===== config.mk =====
export PLATFORM = sky130hd
export DESIGN_NAME = cpu_run_monitor
export DESIGN_NICKNAME = d
export VERILOG_FILES = /design/src/rtl/cpu_run_monitor_pkg.sv /design/src/rtl/run_mon_timer.sv /design/src/rtl/cpu_run_monitor.sv
export SDC_FILE = /design/constraint.sdc
export NUM_CORES = 1
export LEC_CHECK = 0
export BUFFER_PORTS_ARGS = -buffer_cell sky130_fd_sc_hd__buf_4
export CAP_MARGIN = 30
export CORE_MARGIN = 2
export CORE_UTILIZATION = 56
export DETAILED_ROUTE_END_ITERATION = 16
export PLACE_DENSITY_LB_ADDON = 0.12
export SLEW_MARGIN = 20
export SYNTH_ARGS = -nofsm -noshare
export SYNTH_HDL_FRONTEND = slang
export SYNTH_HIERARCHICAL = 1
export SYNTH_SLANG_ARGS = --single-unit

===== constraint.sdc =====
create_clock -name clk -period 5.5 [get_ports clk]
set_input_delay 1.1 -clock clk [delete_from_list [all_inputs] [get_ports clk]]
set_output_delay 1.1 -clock clk [all_outputs]
set_load 0.02 [all_outputs]

===== src/rtl/cpu_run_monitor_pkg.sv =====
`default_nettype none
// ============================================================================
// Module      : cpu_run_monitor_pkg
// Description : Shared state encoding, defaults and helpers for the run monitor
// Revision    : 1.0 - initial release
// ============================================================================
package cpu_run_monitor_pkg;

    typedef enum logic [2:0] {
        ST_HOLD     = 3'd0,
        ST_RUN      = 3'd1,
        ST_FLUSH    = 3'd2,
        ST_DUMP_RD  = 3'd3,
        ST_DUMP_WT  = 3'd4,
        ST_DUMP_OUT = 3'd5,
        ST_DONE     = 3'd6
    } state_t;

    localparam logic [31:0] c_END_INSTR_DEFAULT = 32'h0000_0000;

    // Never returns less than 1 so derived vectors are always legal.
    function automatic int clog2(input int value);
        int result;
        int remaining;
        result    = 0;
        remaining = value - 1;
        while (remaining > 0) begin
            result    = result + 1;
            remaining = remaining >> 1;
        end
        return (result < 1) ? 1 : result;
    endfunction

endpackage
`default_nettype wire


===== src/rtl/run_mon_timer.sv =====
`default_nettype none
// ============================================================================
// Module      : run_mon_timer
// Description : Loadable down-counter with zero flag, shared by HOLD and FLUSH
// Revision    : 1.0 - initial release
// ============================================================================
module run_mon_timer
    import cpu_run_monitor_pkg::*;
#(
    parameter int WIDTH     = 3,
    parameter int RESET_VAL = 5
) (
    input  logic             clk,
    input  logic             reset,
    input  logic             i_load,
    input  logic [WIDTH-1:0] i_loadVal,
    output logic             o_zero
);

    logic [WIDTH-1:0] r_count;

    // Stores N-1 so the flag is already up on the Nth edge after a load of N.
    always_ff @(posedge clk or negedge reset) begin
        if (!reset) begin
            r_count <= WIDTH'(RESET_VAL - 1);
        end else if (i_load) begin
            r_count <= i_loadVal - 1'b1;
        end else if (r_count != '0) begin
            r_count <= r_count - 1'b1;
        end
    end

    assign o_zero = (r_count == '0);

endmodule
`default_nettype wire


===== src/rtl/cpu_run_monitor.sv =====
`default_nettype none
// ============================================================================
// Module      : cpu_run_monitor
// Description : CPU reset/run/flush sequencer with end detection, timeout and
//               valid/ready streaming dump of data memory
// Revision    : 1.0 - initial release
// ============================================================================
module cpu_run_monitor
    import cpu_run_monitor_pkg::*;
#(
    parameter int                 INSTR_W      = 32,
    parameter int                 DATA_W       = 64,
    parameter int                 DEPTH        = 512,
    parameter int                 CNT_W        = 32,
    parameter int                 RST_CYCLES   = 5,
    parameter int                 FLUSH_CYCLES = 5,
    parameter logic [INSTR_W-1:0] END_INSTR    = INSTR_W'(c_END_INSTR_DEFAULT),
    parameter int                 END_RUN      = 1,
    parameter longint             MAX_CYCLES   = 1048576,
    localparam int                ADDR_W       = clog2(DEPTH)
) (
    input  logic               clk,
    input  logic               reset,
    input  logic [INSTR_W-1:0] instruction,
    output logic               cpu_reset,
    output logic               dump_mem_en,
    output logic [ADDR_W-1:0]  dump_addr,
    input  logic [DATA_W-1:0]  dump_rdata,
    output logic               out_valid,
    output logic [DATA_W-1:0]  out_data,
    output logic [ADDR_W-1:0]  out_index,
    input  logic               out_ready,
    output logic [CNT_W-1:0]   cycles,
    output logic               timeout,
    output logic               done
);

    localparam int c_TMR_W = clog2(((RST_CYCLES > FLUSH_CYCLES) ? RST_CYCLES : FLUSH_CYCLES) + 1);
    localparam int c_RUN_W = clog2(END_RUN + 1);
    localparam logic [63:0] c_MAX_M1 = 64'(MAX_CYCLES - 1);

    state_t              r_state;
    logic [ADDR_W-1:0]   r_idx;
    logic [CNT_W-1:0]    r_cycCnt;
    logic [c_RUN_W-1:0]  r_runCnt;
    logic                r_cpuReset;
    logic                r_memEn;
    logic [ADDR_W-1:0]   r_addr;
    logic                r_valid;
    logic [DATA_W-1:0]   r_data;
    logic [ADDR_W-1:0]   r_index;
    logic [CNT_W-1:0]    r_cycles;
    logic                r_timeout;
    logic                r_done;

    logic                w_isEnd;
    logic                w_endHit;
    logic                w_atMax;
    logic [CNT_W-1:0]    w_cycNext;
    logic                w_lastIdx;
    logic [ADDR_W-1:0]   w_idxNext;
    logic                w_tmrLoad;
    logic                w_tmrZero;

    assign w_isEnd   = (instruction == END_INSTR);
    assign w_endHit  = w_isEnd && (r_runCnt == c_RUN_W'(END_RUN - 1));
    // A limit beyond the counter range can never match, since the counter saturates.
    assign w_atMax   = (64'(r_cycCnt) == c_MAX_M1);
    assign w_cycNext = (&r_cycCnt) ? r_cycCnt : r_cycCnt + 1'b1;
    assign w_lastIdx = (r_idx == ADDR_W'(DEPTH - 1));
    assign w_idxNext = r_idx + 1'b1;
    assign w_tmrLoad = (r_state == ST_RUN) && (w_endHit || w_atMax);

    run_mon_timer #(
        .WIDTH     (c_TMR_W),
        .RESET_VAL (RST_CYCLES)
    ) u_timer (
        .clk       (clk),
        .reset     (reset),
        .i_load    (w_tmrLoad),
        .i_loadVal (c_TMR_W'(FLUSH_CYCLES)),
        .o_zero    (w_tmrZero)
    );

    always_ff @(posedge clk or negedge reset) begin
        if (!reset) begin
            r_state    <= ST_HOLD;
            r_idx      <= '0;
            r_cycCnt   <= '0;
            r_runCnt   <= '0;
            r_cpuReset <= 1'b1;
            r_memEn    <= 1'b0;
            r_addr     <= '0;
            r_valid    <= 1'b0;
            r_data     <= '0;
            r_index    <= '0;
            r_cycles   <= '0;
            r_timeout  <= 1'b0;
            r_done     <= 1'b0;
        end else begin
            case (r_state)
                ST_HOLD: begin
                    if (w_tmrZero) begin
                        r_state    <= ST_RUN;
                        r_cpuReset <= 1'b0;
                        r_cycCnt   <= '0;
                        r_runCnt   <= '0;
                    end
                end

                ST_RUN: begin
                    r_cycCnt <= w_cycNext;
                    r_runCnt <= w_isEnd ? r_runCnt + 1'b1 : '0;
                    // End detection takes priority over a coincident timeout.
                    if (w_endHit) begin
                        r_cycles <= r_cycCnt;
                        r_runCnt <= '0;
                        r_state  <= ST_FLUSH;
                    end else if (w_atMax) begin
                        r_cycles  <= r_cycCnt;
                        r_timeout <= 1'b1;
                        r_state   <= ST_FLUSH;
                    end
                end

                ST_FLUSH: begin
                    if (w_tmrZero) begin
                        r_state    <= ST_DUMP_RD;
                        r_cpuReset <= 1'b1;
                        r_memEn    <= 1'b1;
                        r_addr     <= r_idx;
                    end
                end

                ST_DUMP_RD: begin
                    r_memEn <= 1'b0;
                    r_state <= ST_DUMP_WT;
                end

                ST_DUMP_WT: begin
                    r_data  <= dump_rdata;
                    r_index <= r_idx;
                    r_valid <= 1'b1;
                    r_state <= ST_DUMP_OUT;
                end

                ST_DUMP_OUT: begin
                    if (out_ready) begin
                        r_valid <= 1'b0;
                        if (w_lastIdx) begin
                            r_done  <= 1'b1;
                            r_state <= ST_DONE;
                        end else begin
                            r_idx   <= w_idxNext;
                            r_addr  <= w_idxNext;
                            r_memEn <= 1'b1;
                            r_state <= ST_DUMP_RD;
                        end
                    end
                end

                ST_DONE: begin
                    r_state <= ST_DONE;
                end

                default: begin
                    r_state <= ST_HOLD;
                end
            endcase
        end
    end

    assign cpu_reset   = r_cpuReset;
    assign dump_mem_en = r_memEn;
    assign dump_addr   = r_addr;
    assign out_valid   = r_valid;
    assign out_data    = r_data;
    assign out_index   = r_index;
    assign cycles      = r_cycles;
    assign timeout     = r_timeout;
    assign done        = r_done;

endmodule
`default_nettype wire


==> summary.md, run 1 <==
| Metric | Value |
|---|---|
| Status | `complete, no violations` |
| Hold buffer count at CTS | `0` |
| Synthesized cell area | `~7400 µm²` |
| Clk_skew | `0.00713 ns` |
| Highest clock rate | `273 MHz` |
| Slew @ Worst Pin | `approximately 0.94 ns` |
| Arrival time at the worst endpoint | `4.01 ns` |
| Setup crit end kind | `flop` |
| H-tree depth | `4` |
| Setup crit start kind | `flop` |
| Post-CTS resize count | `0` |
| Die W | `119 µm` |
| Pleak | `0.00504 µW` |
| Post-synth EDFFs | `0` |
| Setup ws final | `roughly 1.8 ns` |
| Layout Utilization | `approximately three quarters` |
| Hold Path End | `done$_DFFE_PN0P_` |
| Final hold vios | `0` |
| Ant diodes | `0` |
| Hold depth | `1` |
| Worst vdd ir | `approximately 210 µV` |
| 1st-iter DRT viols | `between 300 and 400` |
| Reg2reg end | `u_timer/r_count[2]$_DFFE_PN1P_` |
| Power per cell area | `262 nW/µm²` |
| Hold_ws | `between 0.4 and 0.5 ns` |
| Cell count after synthesis | `605` |
| Number of CTS-inserted buffers | `17` |
| Via-per-instance ratio | `between 5 and 6` |
| # fillers | `873` |
| R2R cell count | `12` |
| Routed WL per cell | `approximately 17 µm` |
| Vias in the first global route | `5,676` |
| FF+latch count, synth | `around 170` |
| Row count | `41` |
| Share of cells above drive strength 1 | `44.6%` |
| Die Y | `roughly 120 µm` |
| Design Area, Final | `about 10000 µm²` |
| Slew Limit Headroom | `36.6%` |
| Hold crit path type | `reg -> reg` |
| Post-DP HPWL | `12.3 mm` |
| Total die area | `14,100 µm²` |
| Congestion Overflow GR | `0` |
| Critical R2R Launch | `r_cycCnt[0]$_DFFE_PN0P_` |
| CP Max Fanout | `33` |
| TritonRoute pass-1 iters | `6` |
| Main flop type after synthesis | `dfrtp_1` |
| Final setup TNS | `0 ns` |
| First-pass GRT wire length | `between 20 and 30 mm` |
| Tcrit/Tclk final | `66.7%` |
| CTS clock-pin slew for the worst setup and hold paths | `0.06 ns` |
| Routed Antenna Nets | `0` |
| Top Ports | `218` |
| Worst Path Buf+Inv | `3` |
| Seq/Total Area, Yosys | `56.4%` |
| Largest net degree at the start of global routing | `75` |
| Final nets | `920` |
| Critical Path, Cell by Cell | `ha_1 -> nand3_1 -> or3_1 -> nor4_4 -> o21ai_4 -> buf_4 -> inv_1 -> mux2i_1 -> ha_1 -> inv_1 -> or3_1 -> a22oi_1` |
| CTS tree | `built` |
| Start point of the critical path | `r_cycCnt[0]$_DFFE_PN0P_` |
| Routed vias | `5,621` |
| Crit-path max cell delay | `0.56 ns` |
| Post-Route WL | `17.4 mm` |
| Setup Viol. Count Final | `0` |
| DRC Markers | `0` |
| Tot GR Track Use | `25.6%` |
| Pre-CTS setup slack | `1.60 ns` |
| Final GP Congestion | `0.827` |
| Worst min-delay path startpoint | `done$_DFFE_PN0P_` |
| # port buffers | `approximately 220` |
| Worst-Skew Late Latency | `0.43 ns` |
| Max-cap violation count | `0` |
| Syn Area/Cell | `between 10 and 15 µm²` |
| RSZ-0062 raised after global routing | `false` |
| Initial antenna violation count | `0` |
| Worst reg-to-reg setup slack | `~1.8 ns` |
| CP required | `5.84 ns` |
| Critical path class | `reg -> reg` |
| Final Max Tran Viols | `0` |
| Initial Utilization | `57.9%` |
| Placed cell area | `between 9000 and 10,000 µm²` |
| # clock sinks | `166` |
| Syn-to-layout area delta | `32.2%` |
| Postcts setup bufs | `0` |
| Cell variety after synth | `53` |
| Clock Tree Buf Depth | `2` |
| Root Driver | `clkbuf_16` |
| Synthesis Warnings | `6` |
| Period minus WS final | `3.67 ns` |
| Crit path max-delay family | `simple AND/OR/NAND/NOR gates` |
| Core box area | `12,700 µm²` |
| Async set or reset register ratio after synthesis | `between 90% and 100%` |
| Max stage delay cell, worst path | `or3_1` |
[cells in the final DEF (no fill, tap or decap), types with 16 or more instances in the layout]
cell type	synthesis	layout
buf_4	0	222
clkbuf_16	0	17
dfrtp_1	164	164
mux2_2	77	77
mux2_4	29	29
nand2_1	45	45
nand3_1	25	25
nor2_1	30	30
nor4_1	16	16
o21ai_0	46	46
[Yosys cell counts, types with 2 or more instances]
cell type  number  area, µm²
o211a_1         2       20.0
xor2_1          7       61.3
and2_1          2       12.5
o21ai_0        46        230
a22oi_1         2       15.0
nor3_1         10       50.1
a21oi_1        10       50.1
o22ai_1         2       12.5
or4_1           4       30.0
or3_1           5       31.3
a211o_1         2       17.5
xnor2_1         9       78.8
buf_6           4       45.0
a31oi_1         6       37.5
mux2_4         29        435
and3_1          6       37.5
nand2_1        45        169
a21o_1          3       22.5
o31ai_1        10       75.1
inv_1           9       33.8
nand3_1        25        125
nor4_1         16        100
conb_1          2       7.51
dfstp_2         2       52.6
or2_2           3       18.8
o41ai_1         2       17.5
clkbuf_1       11       41.3
dfrtp_1       164       4100
mux2_2         77        867
nor2b_1         2       12.5
ha_1            4       50.1
o211ai_1        3       22.5
mux2i_1         4       40.0
nor2_1         30        113
buf_1           2       7.51
buf_2          15       75.1
nand4_1        13       81.3
o21a_1          2       15.0
[registers in the layout, summed over array words and instances, names as in the netlist]
register         count
out_data            64
cycles              32
r_cycCnt            32
dump_addr            9
out_index            9
r_idx                9
r_state              3
u_timer/r_count      3
cpu_reset            1
done                 1
dump_mem_en          1
out_valid            1
timeout              1
[worst max-delay path by stage]
stage	endpoint	slack (ns)	cells after the start
after floorplan	u_timer/r_count[2]$_DFFE_PN1P_	2.22	12
after detailed placement	u_timer/r_count[2]$_DFFE_PN1P_	1.60	12
final	u_timer/r_count[2]$_DFFE_PN1P_	1.83	12
after global routing	u_timer/r_count[2]$_DFFE_PN1P_	1.60	12
after global placement	u_timer/r_count[2]$_DFFE_PN1P_	1.78	12
after CTS	u_timer/r_count[2]$_DFFE_PN1P_	1.84	12
[where the power goes]
group	leakage [µW]	internal, µW	switching [µW]	total, µW
combinational	0.00243	45.8	34.7	80.5
clock	0.000307	793	457	1250
sequential	0.00230	1220	0	1220
[logic make-up (layout without fill, tap and decap cells)]
family	after synthesis	after routing	share of synthesized area, %
AND/OR/NAND/NOR	168	168	11.5
XOR/XNOR	16	16	1.90
other	2	4	0.102
multiplexers	110	110	18.2
adder cells (fa/ha/maj)	4	4	0.679
flip-flops	166	166	56.4
AO/OA/AOI/OAI	97	97	8.31
buffers and inverters	42	265	2.82
[routing by layer]
metal	vias up	global-route usage, %	routed length, µm
met2	279	43.3	8740
met1	2689	31.6	6880
li1	2624	-	-
met3	29	7.34	1390
met4	0	8.63	342
met5	-	0	0
[per-stage QoR]
step                      instances  total power, µW
final                          1002             2550
after global placement          969             1320
after global routing           1002             2640
after detailed placement        969             1330
after CTS                      1001             2580
after floorplan                 607             1250
[layout make-up]
type	count	area [µm²]	share of cell area [%]
Tap cell	172	215	2.21
Multi-Input combinational cell	399	3020	31.0
Clock buffer	23	478	4.91
Timing Repair Buffer	224	1690	17.4
Inverter	9	33.8	0.347
Clock inverter	9	148	1.52
Sequential cell	166	4160	42.7
Note: power is estimated with default switching activity, not from simulation.
==> run 2: changes to the inputs <==
--- a/config.mk
+++ b/config.mk
@@ -5,10 +5,11 @@
 export SDC_FILE = /design/constraint.sdc
 export NUM_CORES = 1
 export LEC_CHECK = 0
+export ABC_AREA = 1
 export BUFFER_PORTS_ARGS = -buffer_cell sky130_fd_sc_hd__buf_4
 export CAP_MARGIN = 30
 export CORE_MARGIN = 2
-export CORE_UTILIZATION = 56
+export CORE_UTILIZATION = 53
 export DETAILED_ROUTE_END_ITERATION = 16
 export PLACE_DENSITY_LB_ADDON = 0.12
 export SLEW_MARGIN = 20
==> constraint.sdc (replaced) <==
create_clock -name clk -period 3.5 [get_ports clk]
set_input_delay 0.7 -clock clk [delete_from_list [all_inputs] [get_ports clk]]
set_output_delay 0.7 -clock clk [all_outputs]
set_load 0.02 [all_outputs]
==> summary.md, run 2 <==
| Metric | Value |
|---|---|
| Die W | `126 µm` |
| Worst vdd ir | `about 600 µV` |
| Via-per-instance ratio | `4.99` |
| Final Max Tran Viols | `0` |
| Synthesis Warnings | `6` |
| Congestion Overflow GR | `0` |
| Setup ws final | `1.13 ns` |
| Cell variety after synth | `35` |
| Post-CTS resize count | `0` |
| Row count | `between 40 and 50` |
| Main area contributors after synthesis | `dfrtp_1 52%, nand2_1 22%, nor2_1 4.7%` |
| Tot GR Track Use | `between 20 and 30%` |
| Setup Viol. Count Final | `0` |
| DRC Markers | `0` |
| Postcts setup bufs | `0` |
| Area leader, netlist | `dfrtp_1` |
| Setup crit end kind | `flop` |
| Initial Utilization | `a little over half` |
| Syn Area/Cell | `about 7.8 µm²` |
| Synth top cells by count | `454 x nand2_1, 164 x dfrtp_1, 99 x nor2_1, 73 x inv_1, 44 x nand3_1` |
| Die Y | `between 100 and 150 µm` |
| Arrival time at the worst endpoint | `2.68 ns` |
| Largest net degree at the start of global routing | `87` |
| Routed Antenna Nets | `0` |
| Design Power | `7790 µW` |
| Routed WL per cell | `13.8 µm` |
| Share of cells above drive strength 1 | `25.0%` |
| Synthesized cell area | `7900 µm²` |
| Final hold vios | `0` |
| Storage cell area | `around 4200 µm²` |
| Power per cell area | `762 nW/µm²` |
| H-tree depth | `4` |
| Most common cell in the netlist | `nand2_1` |
| Vias in the first global route | `6,873` |
| Core box area | `14,500 µm²` |
| Final GP Congestion | `0.881` |
| Clk_skew | `0.00907 ns` |
| Root Driver | `clkbuf_16` |
| Max FFs per register | `64` |
| Hold buffer count at CTS | `0` |
| TritonRoute pass-1 iters | `5` |
| Initial antenna violation count | `0` |
| Hold crit path type | `in -> async` |
| CP Max Fanout | `12` |
| # port buffers | `roughly 220` |
| Worst reg-to-reg setup slack | `1.13 ns` |
| CTS tree | `built` |
| Ant diodes | `0` |
| First-pass GRT wire length | `between 30 and 40 mm` |
| Slew @ Worst Pin | `0.803 ns` |
| Async set or reset register ratio after synthesis | `100%` |
| Total die area | `15,900 µm²` |
| Area of the multi-input gates | `approximately 3300 µm²` |
| Tcrit/Tclk final | `~68%` |
| CTS clock-pin slew for the worst setup and hold paths | `about 0.07 ns` |
| Number of CTS-inserted buffers | `17` |
| Pleak | `0.00534 µW` |
| # clock sinks | `roughly 170` |
| Hold_ws | `just over 0.2 ns` |
| Worst-Skew Late Latency | `0.43 ns` |
| Final nets | `1,328` |
| Commonest non-fill, non-tap cell in the layout | `nand2_1` |
| Top Ports | `218` |
| Routed vias | `7,097` |
| Share of the synthesized area in the top cell type | `51.9%` |
| CP required | `around 3.8 ns` |
| FF+latch count, synth | `roughly 170` |
| Post-synth EDFFs | `0` |
| Critical path class | `reg -> reg` |
| # fillers | `1,221` |
| Slew Limit Headroom | `46.4%` |
| Clock Tree Buf Depth | `2` |
| Max-cap violation count | `0` |
| Period minus WS final | `2.37 ns` |
| Commonest non-fill, non-tap cells in the layout | `453 x nand2_1, 222 x buf_4, 164 x dfrtp_1` |
| Syn-to-layout area delta | `29.4%` |
| Final setup TNS | `0 ns` |
| Main flop type after synthesis | `dfrtp_1` |
| RSZ-0062 raised after global routing | `false` |
| 1st-iter DRT viols | `421` |
| Cell count after synthesis | `1,014` |
| Highest clock rate | `422 MHz` |
| Seq/Total Area, Yosys | `52.6%` |
| Setup crit start kind | `flop` |
| Post-Route WL | `about 20 mm` |
| Status | `complete, no violations` |
| Pre-CTS setup slack | `between 1 and 1.5 ns` |
| Post-DP HPWL | `14.2 mm` |
[run 2: cell types whose count changed in the layout (fill, tap and decap cells not counted), moves of 24 or more]
cell	change
o21ai_2	+24
nor2_1	+68
mux2_2	-77
mux2_4	-29
inv_1	+63
nand2_1	+408
[run 2: stage by stage]
| stage | util [%] | area [µm²] | std cells |
|---|---|---|---|
| floorplan | - | 7910 | 1016 |
| global placement | 66.4 | 9650 | 1390 |
| detailed placement | 66.4 | 9650 | 1390 |
| CTS | 70.4 | 10200 | 1422 |
| global route | 70.4 | 10200 | 1422 |
| finish | 70.4 | 10200 | 1422 |
[run 2: where the power goes]
group	internal [µW]	total, µW	leakage [µW]	switching [µW]
Combinational	1130	3000	0.00294	1870
Sequential	2510	2940	0.00212	424
Clock	1020	1850	0.000279	827
Total	4660	7790	0.00534	3120
[run 2: routing by layer]
metal / up-vias / wire length, µm / part of all wire (%) / GRT usage [%]
met1: 3256 / 8190 / 42 / 31.6
li1: 3574 / - / - / -
met4: 0 / 616 / 3.1 / 11.5
met3: 48 / 1300 / 6.6 / 7.65
met5: - / 0 / 0 / 0
met2: 219 / 9580 / 49 / 41.5
[run 2: final timing paths]
kind,from,depth (start not counted),endpoint
worst max-delay path,r_idx[0]$_DFFE_PN0P_,12,dump_addr[6]$_DFFE_PN0P_
worst min-delay path,reset,1,cycles[1]$_DFFE_PN0P_
worst max register to register,r_idx[0]$_DFFE_PN0P_,12,dump_addr[6]$_DFFE_PN0P_
worst min register to register,done$_DFFE_PN0P_,1,done$_DFFE_PN0P_
max in group asynchronous,reset,2,done$_DFFE_PN0P_
min in group clk,done$_DFFE_PN0P_,1,done$_DFFE_PN0P_
[run 2: cell families after synthesis]
kind of cell	synth area share, %
compound gates	7.60
xor+xnor	0.776
fa+ha+maj	0.633
buf+inv	6.21
flops	52.6
other cells	0.0950
simple gates	32.1
[run 2: final cells by class]
class	instances	share of cell area (%)
flip-flops and latches	166	40.7
repair buffers	224	16.6
multi-input cells	739	32.0
inverters	77	2.83
well taps	184	2.25
clock inverters	13	1.32
clock buffers	19	4.33
[run 2: worst max-delay path: stages, from the launching register on]
cell	delay [ns]
dfrtp_1	0.45
ha_1	0.25
nand3_1	0.12
nor2_1	0.07
nand2_1	0.08
nor3_1	0.05
ha_1	0.19
inv_1	0.07
nand2_1	0.10
a21oi_2	0.46
inv_1	0.24
nand2_1	0.11
nand2_1	0.06
==> run 3: changes to the inputs <==
--- a/config.mk
+++ b/config.mk
@@ -5,11 +5,11 @@
 export SDC_FILE = /design/constraint.sdc
 export NUM_CORES = 1
 export LEC_CHECK = 0
-export ABC_AREA = 1
+export ABC_AREA = 0
 export BUFFER_PORTS_ARGS = -buffer_cell sky130_fd_sc_hd__buf_4
 export CAP_MARGIN = 30
 export CORE_MARGIN = 2
-export CORE_UTILIZATION = 53
+export CORE_UTILIZATION = 47
 export DETAILED_ROUTE_END_ITERATION = 16
 export PLACE_DENSITY_LB_ADDON = 0.12
 export SLEW_MARGIN = 20
==> constraint.sdc (replaced) <==
create_clock -name clk -period 2 [get_ports clk]
set_input_delay 0.4 -clock clk [delete_from_list [all_inputs] [get_ports clk]]
set_output_delay 0.4 -clock clk [all_outputs]
set_load 0.02 [all_outputs]
==> summary.md, run 3 (synthesis gave the netlist of run 1 again) <==
| Metric | Value |
|---|---|
| Syn-to-layout area delta | `52.9%` |
| Setup crit end kind | `flop` |
| RSZ-0062 raised after global routing | `true` |
| 1st-iter DRT viols | `532` |
| Grt met3 use | `4.91%` |
| Total die area | `between 15,000 and 20,000 µm²` |
| Max FFs per register | `64` |
| CP required | `2.35 ns` |
| Final Max Tran Viols | `0` |
| Max stage delay cell, worst path | `dfrtp_1` |
| Setup Viol. Count Final | `65` |
| Setup ws final | `-0.555 ns` |
| Worst-Skew Late Latency | `0.43 ns` |
| Critical path class | `reg -> reg` |
| Placed cell area | `9950 µm²` |
| Initial Utilization | `a little under 50%` |
| Post-Route WL | `~21 mm` |
| Highest clock rate | `391 MHz` |
| Arrival time at the worst endpoint | `2.90 ns` |
| Crit-path max cell delay | `0.40 ns` |
| Layout Utilization | `73.8%` |
| Final nets | `approximately 1,000` |
| Non-Filler Instances | `1,148` |
| Largest net degree at the start of global routing | `75` |
| Ant diodes | `0` |
| Critical Path, Cell by Cell | `ha_2 -> nand3_2 -> or3_4 -> nor4_4 -> o21ai_4 -> inv_2 -> mux2i_1 -> ha_2 -> inv_2 -> or3_4 -> a22oi_2` |
| Die W | `129 µm` |
| Clock Tree Buf Depth | `2` |
| Worst vdd ir | `559 µV` |
| Status | `complete, but fails checks` |
| Design Area, Final | `about 11,000 µm²` |
| Power per cell area | `612 nW/µm²` |
| Hold_ws | `0.204 ns` |
| Busiest grt layer | `met2` |
| H-tree depth | `4` |
| CTS tree | `built` |
| Design Power | `6900 µW` |
| CTS clock-pin slew for the worst setup and hold paths | `0.07 ns` |
| Core box area | `15,300 µm²` |
| Hold crit path type | `in -> reg` |
| Final GP Congestion | `0.854` |
| Failing checks | `setup timing` |
| Period minus WS final | `approximately 2.6 ns` |
| Setup crit start kind | `flop` |
| TritonRoute pass-1 iters | `7` |
| Tot GR Track Use | `24.6%` |
| Clk_skew | `0.00952 ns` |
| Pleak | `0.00578 µW` |
| M2 GR Usage | `42.4%` |
| CP Max Fanout | `2` |
| Congestion Overflow GR | `0` |
| Routed vias | `~6,200` |
| Routed WL per cell | `~18 µm` |
| Die Y | `129 µm` |
| Row count | `45` |
| Commonest non-fill, non-tap cells in the layout | `306 x buf_4, 164 x dfrtp_1, 77 x mux2_2` |
| Top Ports | `218` |
| # fillers | `~1,000` |
| Routed Antenna Nets | `0` |
| Number of CTS-inserted buffers | `17` |
| Vias in the first global route | `approximately 6,400` |
| Root Driver | `clkbuf_16` |
| Share of cells above drive strength 1 | `about three fifths` |
| Tcrit/Tclk final | `128%` |
| # port buffers | `~220` |
| Met1 Usage GRT | `30.8%` |
| Cell count after placement | `1,096` |
| Via-per-instance ratio | `5.42` |
| First-pass GRT wire length | `32.0 mm` |
| Initial antenna violation count | `0` |
| Post-DP HPWL | `13.6 mm` |
| Commonest non-fill, non-tap cell in the layout | `buf_4` |
| # clock sinks | `around 170` |
| Max-cap violation count | `0` |
| Final hold vios | `0` |
| DRC Markers | `0` |
-- run 3: worst paths after layout --
kind                                              start  cells after the start                              to  slack, ns
worst max-delay path            r_cycCnt[1]$_DFFE_PN0P_                     11  u_timer/r_count[2]$_DFFE_PN1P_      -0.56
worst min-delay path                     dump_rdata[63]                      2        out_data[63]$_DFFE_PN0P_       0.20
worst max register to register  r_cycCnt[1]$_DFFE_PN0P_                     11  u_timer/r_count[2]$_DFFE_PN1P_      -0.56
worst min register to register      timeout$_DFFE_PN0P_                      1             timeout$_DFFE_PN0P_       0.47
max in group asynchronous                         reset                      3        out_data[32]$_DFFE_PN0P_       0.84
min in group asynchronous                         reset                      2        out_data[53]$_DFFE_PN0P_       0.48
-- run 3: layout make-up --
cell class	instances	area [µm²]	area share [%]
inverter	9	33.8	0.300
clock inverter	13	148	1.31
timing repair buffer	330	2730	24.2
multi-input combinational	400	3480	30.9
sequential	166	4160	36.9
clock buffer	19	453	4.02
tap	211	264	2.34
-- run 3: repair_timing --
action | CTS | global route
buffers inserted | 9 | 6
pin swaps | 18 | 23
gates cloned | 6 | 1
setup endpoints to repair | 64 | 82
hold buffers | 1 | 0
endpoints found under the hold margin | 40 | 0
resized for setup | 58 | 70
-- run 3: where the power goes --
group | leakage (µW) | internal [µW] | switching, µW | total, µW
sequential | 0.00230 | 3360 | 0 | 3360
combinational | 0.00319 | 138 | 102 | 240
clock | 0.000283 | 1920 | 1380 | 3300
total | 0.00578 | 5420 | 1480 | 6900
-- run 3: metal layers --
| layer | share of wire, % | vias to the layer above |
|---|---|---|
| met5 | 0 | - |
| met4 | 2.0 | 0 |
| met3 | 6.4 | 42 |
| met2 | 51 | 261 |
| met1 | 40 | 3071 |
| li1 | - | 2845 |
-- run 3: worst max-delay path: cells and delay by family (launching register included) --
family / cells / cell delay, ns
multiplexers: 1 / 0.19
buffers and inverters: 2 / 0.10
AO/OA/AOI/OAI: 2 / 0.26
AND/OR/NAND/NOR: 4 / 1.09
flip-flops: 1 / 0.40
adder cells (fa/ha/maj): 2 / 0.44
-- run 3: metrics by stage --
| stage | setup TNS (ns) | setup WS [ns] |
|---|---|---|
| finish | -13.06 | -0.555 |
| global route | -18.23 | -0.670 |
| CTS | -8.57 | -0.438 |
| detailed placement | -12.90 | -0.602 |
| global placement | -10.25 | -0.466 |
| floorplan | -9.74 | -0.979 |
